===== config.mk =====
export PLATFORM = sky130hd
export DESIGN_NAME = alu_sequencer
export DESIGN_NICKNAME = d
export VERILOG_FILES = /design/src/rtl/alu_sequencer.sv
export SDC_FILE = /design/constraint.sdc
export NUM_CORES = 1
export LEC_CHECK = 0
export CAP_MARGIN = 20
export CORE_UTILIZATION = 42
export CTS_BUF_LIST = sky130_fd_sc_hd__clkbuf_8
export DETAILED_ROUTE_END_ITERATION = 16
export PLACE_DENSITY = 0.84
export RECOVER_POWER = 100
export SYNTH_ARGS = -nofsm -noshare
export SYNTH_HDL_FRONTEND = slang
export SYNTH_SLANG_ARGS = --single-unit

===== constraint.sdc =====
create_clock -name Clk -period 2.1 [get_ports Clk]
set_input_delay 0.315 -clock Clk [delete_from_list [all_inputs] [get_ports Clk]]
set_output_delay 0.315 -clock Clk [all_outputs]
set_load 0.05 [all_outputs]

===== src/rtl/alu_sequencer.sv =====
// rtl/alu_sequencer.sv - fetch/decode/execute controller for a registered 4-bit ALU
module alu_sequencer #(
    parameter int PC_W     = 4,
    parameter int START_PC = 0
) (
    input  logic            Clk,
    input  logic            Rst,
    input  logic            Start,
    output logic            Busy,
    output logic            Done,
    output logic [PC_W-1:0] Imem_addr,
    output logic            Imem_rd,
    input  logic [9:0]      Imem_data,
    output logic [3:0]      Alu_a,
    output logic [3:0]      Alu_b,
    output logic [3:0]      Alu_opc,
    input  logic [3:0]      Alu_out,
    input  logic            Alu_z,
    output logic [3:0]      Acc,
    output logic [PC_W-1:0] Pc
);
    typedef enum logic [2:0] {
        S_IDLE, S_FETCH, S_DECODE, S_EXEC, S_WB, S_DONE
    } state_t;

    localparam logic [3:0]      OPC_PASS_A = 4'b0011;
    localparam logic [PC_W-1:0] START      = PC_W'(START_PC);
    localparam logic [1:0]      CL_ALU     = 2'b00;
    localparam logic [1:0]      CL_JZ      = 2'b01;
    localparam logic [1:0]      CL_JMP     = 2'b10;

    state_t          state_q, state_d;
    logic [PC_W-1:0] pc_q, pc_d;
    logic [3:0]      acc_q, acc_d;
    logic [3:0]      opc_q, opc_d;
    logic [3:0]      b_q, b_d;
    logic            zf_q, zf_d;
    logic [1:0]      cls;
    logic [PC_W-1:0] jmp_tgt;
    logic [PC_W-1:0] pc_inc;

    assign cls     = Imem_data[9:8];
    assign jmp_tgt = PC_W'(Imem_data[3:0]);
    assign pc_inc  = pc_q + PC_W'(1);

    always_ff @(posedge Clk) begin
        if (Rst) begin
            state_q <= S_IDLE;
        end else begin
            state_q <= state_d;
        end
    end

    always_comb begin
        state_d = state_q;
        case (state_q)
            S_IDLE:   if (Start) state_d = S_FETCH;
            S_FETCH:  state_d = S_DECODE;
            S_DECODE: begin
                case (cls)
                    CL_ALU:  state_d = S_EXEC;
                    CL_JZ,
                    CL_JMP:  state_d = S_FETCH;
                    default: state_d = S_DONE;
                endcase
            end
            S_EXEC:   state_d = S_WB;
            S_WB:     state_d = S_FETCH;
            S_DONE:   state_d = S_IDLE;
            default:  state_d = S_IDLE;
        endcase
    end

    always_comb begin
        Busy    = (state_q != S_IDLE);
        Done    = (state_q == S_DONE);
        Imem_rd = (state_q == S_FETCH);
    end

    // ALU operand registers load only when entering EXEC; opcode drops back
    // to pass-A after WB so the free-running ALU just mirrors ACC.
    always_comb begin
        pc_d  = pc_q;
        acc_d = acc_q;
        zf_d  = zf_q;
        opc_d = opc_q;
        b_d   = b_q;
        case (state_q)
            S_IDLE: begin
                if (Start) pc_d = START;
            end
            S_DECODE: begin
                case (cls)
                    CL_ALU: begin
                        opc_d = Imem_data[7:4];
                        b_d   = Imem_data[3:0];
                    end
                    CL_JZ:   pc_d = zf_q ? jmp_tgt : pc_inc;
                    CL_JMP:  pc_d = jmp_tgt;
                    default: pc_d = pc_q;
                endcase
            end
            S_WB: begin
                acc_d = Alu_out;
                zf_d  = Alu_z;
                pc_d  = pc_inc;
                opc_d = OPC_PASS_A;
            end
            default: pc_d = pc_q;
        endcase
    end

    always_ff @(posedge Clk) begin
        if (Rst) begin
            pc_q  <= START;
            acc_q <= 4'd0;
            zf_q  <= 1'b0;
            opc_q <= OPC_PASS_A;
            b_q   <= 4'd0;
        end else begin
            pc_q  <= pc_d;
            acc_q <= acc_d;
            zf_q  <= zf_d;
            opc_q <= opc_d;
            b_q   <= b_d;
        end
    end

    assign Imem_addr = pc_q;
    assign Pc        = pc_q;
    assign Acc       = acc_q;
    assign Alu_a     = acc_q;
    assign Alu_b     = b_q;
    assign Alu_opc   = opc_q;
endmodule


# Word-level counts from Yosys, hierarchy flattened
# Index checks and enable logic that the tools add are counted.
# totals
n_memories	0
mem_bits_rw	0
inputBits	18
reg_bits	20
romBits	0
output_inout_bits	27
wordCells	35
latch_bits	0
# classes
n_shift	0
reduce_logical	9
n_mux	9
n_bitwise	0
n_addsub	1
n_lt_le_gt_ge	0
n_div	0
eq_ne	10
mul	0
# ops
operator	count
$pmux 4 s2	2
$pmux 3 s5	1
$mux 4	3
$pmux 4 s3	1
$eq 3x2->1 const B	2
$eq 3x3->1 const B	2
$pmux 3 s2	1
$reduce_bool 3->1	2
$add 4x1->4 const B	1
$ne 2x2->1 const B	2
$reduce_and 2->1	2
$eq 3x1->1 const B	1
$logic_not 3->1	1
$mux 3	1
$ne 3x1->1 const B	1
$reduce_and 3->1	1
$eq 2x1->1 const B	1
$eq 2x2->1 const B	1
$logic_not 2->1	1
$reduce_bool 2->1	1
$reduce_or 2->1	1

# Longest topological paths before layout
# depth
ltp_word	4
ltp_mapped	6
ltp_nobuf	4

# Worst setup path after synthesis
# No wires, ideal clock.
# synth_path
kind	reg-to-output
startpoint	register state_q[2]
endpoint	output Done
required_ns	1.785
path_buffers	1
path_stages_with_launch	4
arrival_time_ns	1.308
setup_slack_ns	0.477
cell_sequence	dfxtp_1 -> clkbuf_1 -> nand2b_1 -> nor2_1
# synth_between
elab_chain_cells	1
# synth_rtl
item	line	text
from (decl)	32	state_t state_q, state_d;
from (signal assigned)	50	state_q <= state_d;
$eq 3x3->1	76	Done = (state_q == S_DONE);
to (decl)	10	output logic Done,
# Every way passes these cells.

# Final worst setup path
# layout_path
startpoint	register state_q[0]
endpoint	output Imem_rd
# layout_between
elab_chain_cells	1
# layout_rtl
item	line	text
$eq 3x1->1	77	Imem_rd = (state_q == S_FETCH);
to (decl)	12	output logic Imem_rd,
# Every way passes these cells.

==> run_results.csv <==
group,metric,value,unit
job,drv_cap,0,
floorplanning,start_util,0.451,
clock_network,post_cts_buffers,0,
power_and_ir_drop,switchingPower,0.250,mW
power_and_ir_drop,p_sw_frac,0.285,
global_routing,track_usage,0.203,
synth,syn_inst,109,
synth,synthArstFlopShare,0,
timing,slew_headroom,0.553,
synth,netlist_top_cells_area,"dfxtp_1 40%, mux2i_1 13%, buf_4 6.7%, nor2_1 6.7%, o32ai_2 3.2%",
power_and_ir_drop,seqPwrFrac,0.461,
clock_network,cts-root-buf,"clkbuf_8",
hold_path,min_to,"Alu_opc[1]$_SDFFE_PP1P_",
global_routing,grt_pass1_vias,863,
clock_network,clkTransAtPathRegs,0.07,ns
synth,synth_top_area_frac,0.398,
drt,drtAntennaViolNets,0,
worst_setup_path,r2r_slack,0.20,ns
synth,yosysTopAreaCell,"dfxtp_1",
clock_network,cts-buffers-inserted,3,
timing,fmax,520,MHz
synth,synth-seq-cells,20,
synth,yosysWarningCount,0,
timing,min_period,1.92,ns
final_layout,fin_nets,164,
final_layout,layout-area-overhead-vs-synth,42.0,%
timing,setup_viol,0,
power_and_ir_drop,p_leak,0.638,nW
floorplanning,die_height,51.0,µm
floorplanning,ioPinCount,45,
floorplanning,rows,17,
worst_setup_path,crit_chain,"inv_1, or3_1, inv_1, clkbuf_2",
power_and_ir_drop,p_comb_frac,0.202,
worst_setup_path,reg2reg_to,"Alu_opc[0]$_SDFFE_PP1P_",
hold_path,whs_path_depth,2,
worst_setup_path,timing_worst_setup_path_type,"reg2out",
synth,synth_area,1010,µm²
final_layout,fill_cells,191,
power_and_ir_drop,ir_drop,0.454,mV
timing,fin_tns_setup,0,ns
timing,worst-slew-pin-transition,0.668,ns
placed_design,gp_congestion,0.788,
drt,vias,894,
final_layout,drive_gt1_frac,0.0694,
clock_network,cts_buffer_depth,2,
worst_setup_path,path_common_cell,"inv_1",
worst_setup_path,worstPathArrival,1.61,ns
drt,drt_wl_total,2.37,mm
synth,synth_flop_cell,"dfxtp_1",
drt,wl_per_cell,13.8,µm
status,status,"finished, final reports clean",
global_routing,grt-ovfl-total,0,
timing,finalHoldViolCount,0,
worst_setup_path,reg2reg_from,"state_q[1]$_SDFFE_PP0P_",
final_layout,n_antenna_cell,0,
hold_path,hold_class,"reg2reg",
synth,synth_edf_count,0,
power_and_ir_drop,intPower,0.628,mW
timing,grt_setup_unrepaired,"false",
floorplanning,core-area,2230,µm²
worst_setup_path,crit_path_max_fanout,9,
floorplanning,die_w,51.0,µm
synth,ys_types,29,
worst_setup_path,critPathSlowestCell,"dfxtp_1",
global_routing,grt_first_pass_wirelength,3.91,mm
power_and_ir_drop,p_clk_frac,0.337,
clock_network,cts.htree.levels,1,
clock_network,postCtsHoldBufs,0,
worst_setup_path,cp-end-kind,"primary output",
worst_setup_path,cpPeakStageDelay,0.52,ns
synth,syn_area_per_cell,9.24,µm²
drt,drt-pass1-iter-count,4,
placed_design,place_ws,0.218,ns
global_routing,grt_max_degree,13,
synth,syn_nets,128,
power_and_ir_drop,p_per_area,614,nW/µm²
drt,drc,0,
worst_setup_path,r2r_cells,4,
final_layout,fin_area,1430,µm²
timing,fin_crit_sh,0.915,
timing,finClkSkew,0.00618,ns
drt,via_per_inst,5.20,
timing,maxSlewViolCount,0,
clock_network,cts_tree,"done",
placed_design,place_hpwl,1.73,mm
floorplanning,die_area,2600,µm²
worst_setup_path,critical_path_required,1.78,ns
drt,drtIter0Drc,13,
clock_network,clk_latency,0.26,ns
global_routing,antenna_found_initial,0,
hold_path,worstHoldStart,"Alu_opc[1]$_SDFFE_PP1P_",
clock_network,clock-sinks,20,
worst_setup_path,start_kind,"flip-flop",
timing,hold_ws,0.480,ns
placed_design,io_buffer_count,44,
synth,seq_area_frac_synth,0.398,
placed_design,dpl_cell_area,1400,µm²
timing,fin_ws,0.178,ns
==> cells in the mapped netlist (2+ instances only) <==
cell type  count
nor2_1        18
nor2b_1        5
o221ai_1       2
inv_1          3
buf_4          9
nand2_1        4
a21oi_1        2
clkbuf_1       3
dfxtp_1       20
mux2i_1       13
o32ai_2        2
nand2b_1       5
nand3_1        2
a32oi_1        3
or3_1          3
nor3_1         2
==> layout make-up <==
type	instances	area (µm²)	area share
clock buffer	4	55.1	0.0385
inverter	3	11.3	0.00787
multi-input combinational	72	498	0.348
sequential	20	400	0.280
tap	28	35.0	0.0245
timing repair buffer	45	430	0.301
==> critical path, delay by kind of cell, from the launching register on <==
| family | cells | cell delay, ns |
|---|---|---|
| buffers and inverters | 3 | 0.44 |
| flip-flops | 1 | 0.52 |
| AND/OR/NAND/NOR | 1 | 0.40 |
==> per-stage QoR <==
| stage | utilization | cells | total power, mW |
|---|---|---|---|
| floorplan | - | 109 | 0.531 |
| global placement | 0.628 | 168 | 0.600 |
| detailed placement | 0.628 | 168 | 0.603 |
| CTS | 0.653 | 172 | 0.898 |
| global route | 0.640 | 172 | 0.910 |
| finish | 0.640 | 172 | 0.879 |
==> per-layer routing <==
| metal | part of all wire | up-vias | track usage | wire, µm |
|---|---|---|---|---|
| li1 | - | 440 | - | - |
| met1 | 0.44 | 417 | 0.251 | 1040 |
| met2 | 0.47 | 32 | 0.329 | 1120 |
| met3 | 0.072 | 5 | 0.0506 | 172 |
| met4 | 0.017 | 0 | 0.0880 | 40 |
| met5 | 0 | - | 0 | 0 |
==> timing repair <==
item | CTS | global route
endpoints found under the hold margin | 0 | 0
gates resized for setup | 0 | 1
endpoints found under the setup margin | 0 | 1
==> worst max path at each step <==
stage / from / endpoint / slack, ns / depth (start not counted)
after floorplan: state_q[2]$_SDFFE_PP0P_ / Done / 0.48 / 3
after global placement: state_q[1]$_SDFFE_PP0P_ / Alu_opc[1]$_SDFFE_PP1P_ / 0.31 / 4
after detailed placement: state_q[1]$_SDFFE_PP0P_ / Alu_opc[0]$_SDFFE_PP1P_ / 0.22 / 4
after CTS: state_q[0]$_SDFFE_PP0P_ / Busy / 0.02 / 2
after global routing: state_q[1]$_SDFFE_PP0P_ / Alu_b[3]$_SDFFE_PP0P_ / 0.1 / 4
final: state_q[0]$_SDFFE_PP0P_ / Imem_rd / 0.18 / 4
==> registers in the layout, summed over array words and instances, names as in the netlist <==
name	flops
Acc	4
Alu_b	4
Alu_opc	4
Imem_addr	4
state_q	3
zf_q	1
==> layout by cell type (no fill, tap or decap), drive strengths merged, types with 2 or more instances in the layout <==
cell | Yosys | layout
dlygate4sd3 | 0 | 25
nor2 | 18 | 18
nand2 | 4 | 4
clkdlybuf4s50 | 0 | 16
nor3 | 2 | 2
nand2b | 5 | 5
nor3b | 2 | 2
inv | 3 | 3
o221ai | 2 | 2
o32ai | 2 | 2
a32oi | 3 | 3
clkbuf | 3 | 7
dfxtp | 20 | 20
mux2i | 13 | 13
a21oi | 2 | 2
or3 | 3 | 3
nor2b | 5 | 5
nand3 | 2 | 2
==> power by group through the flow <==
stage / clock [mW] / sequential (mW) / combinational [mW]
detailed placement: 0 / 0.413 / 0.190
floorplan: 0 / 0.429 / 0.102
CTS: 0.301 / 0.405 / 0.192
global route: 0.314 / 0.406 / 0.189
finish: 0.296 / 0.405 / 0.178
global placement: 0 / 0.412 / 0.188
==> logic make-up (layout without fill, tap and decap cells) <==
family                   after synthesis  after routing  synth area share
buffers and inverters                 17             52             0.106
flip-flops                            20             20             0.398
multiplexers                          13             13             0.129
XOR/XNOR                               1              1           0.00870
adder cells (fa/ha/maj)                1              1            0.0124
AO/OA/AOI/OAI                         13             13             0.118
AND/OR/NAND/NOR                       44             44             0.229
No activity file was read; power rests on OpenSTA's default activity.
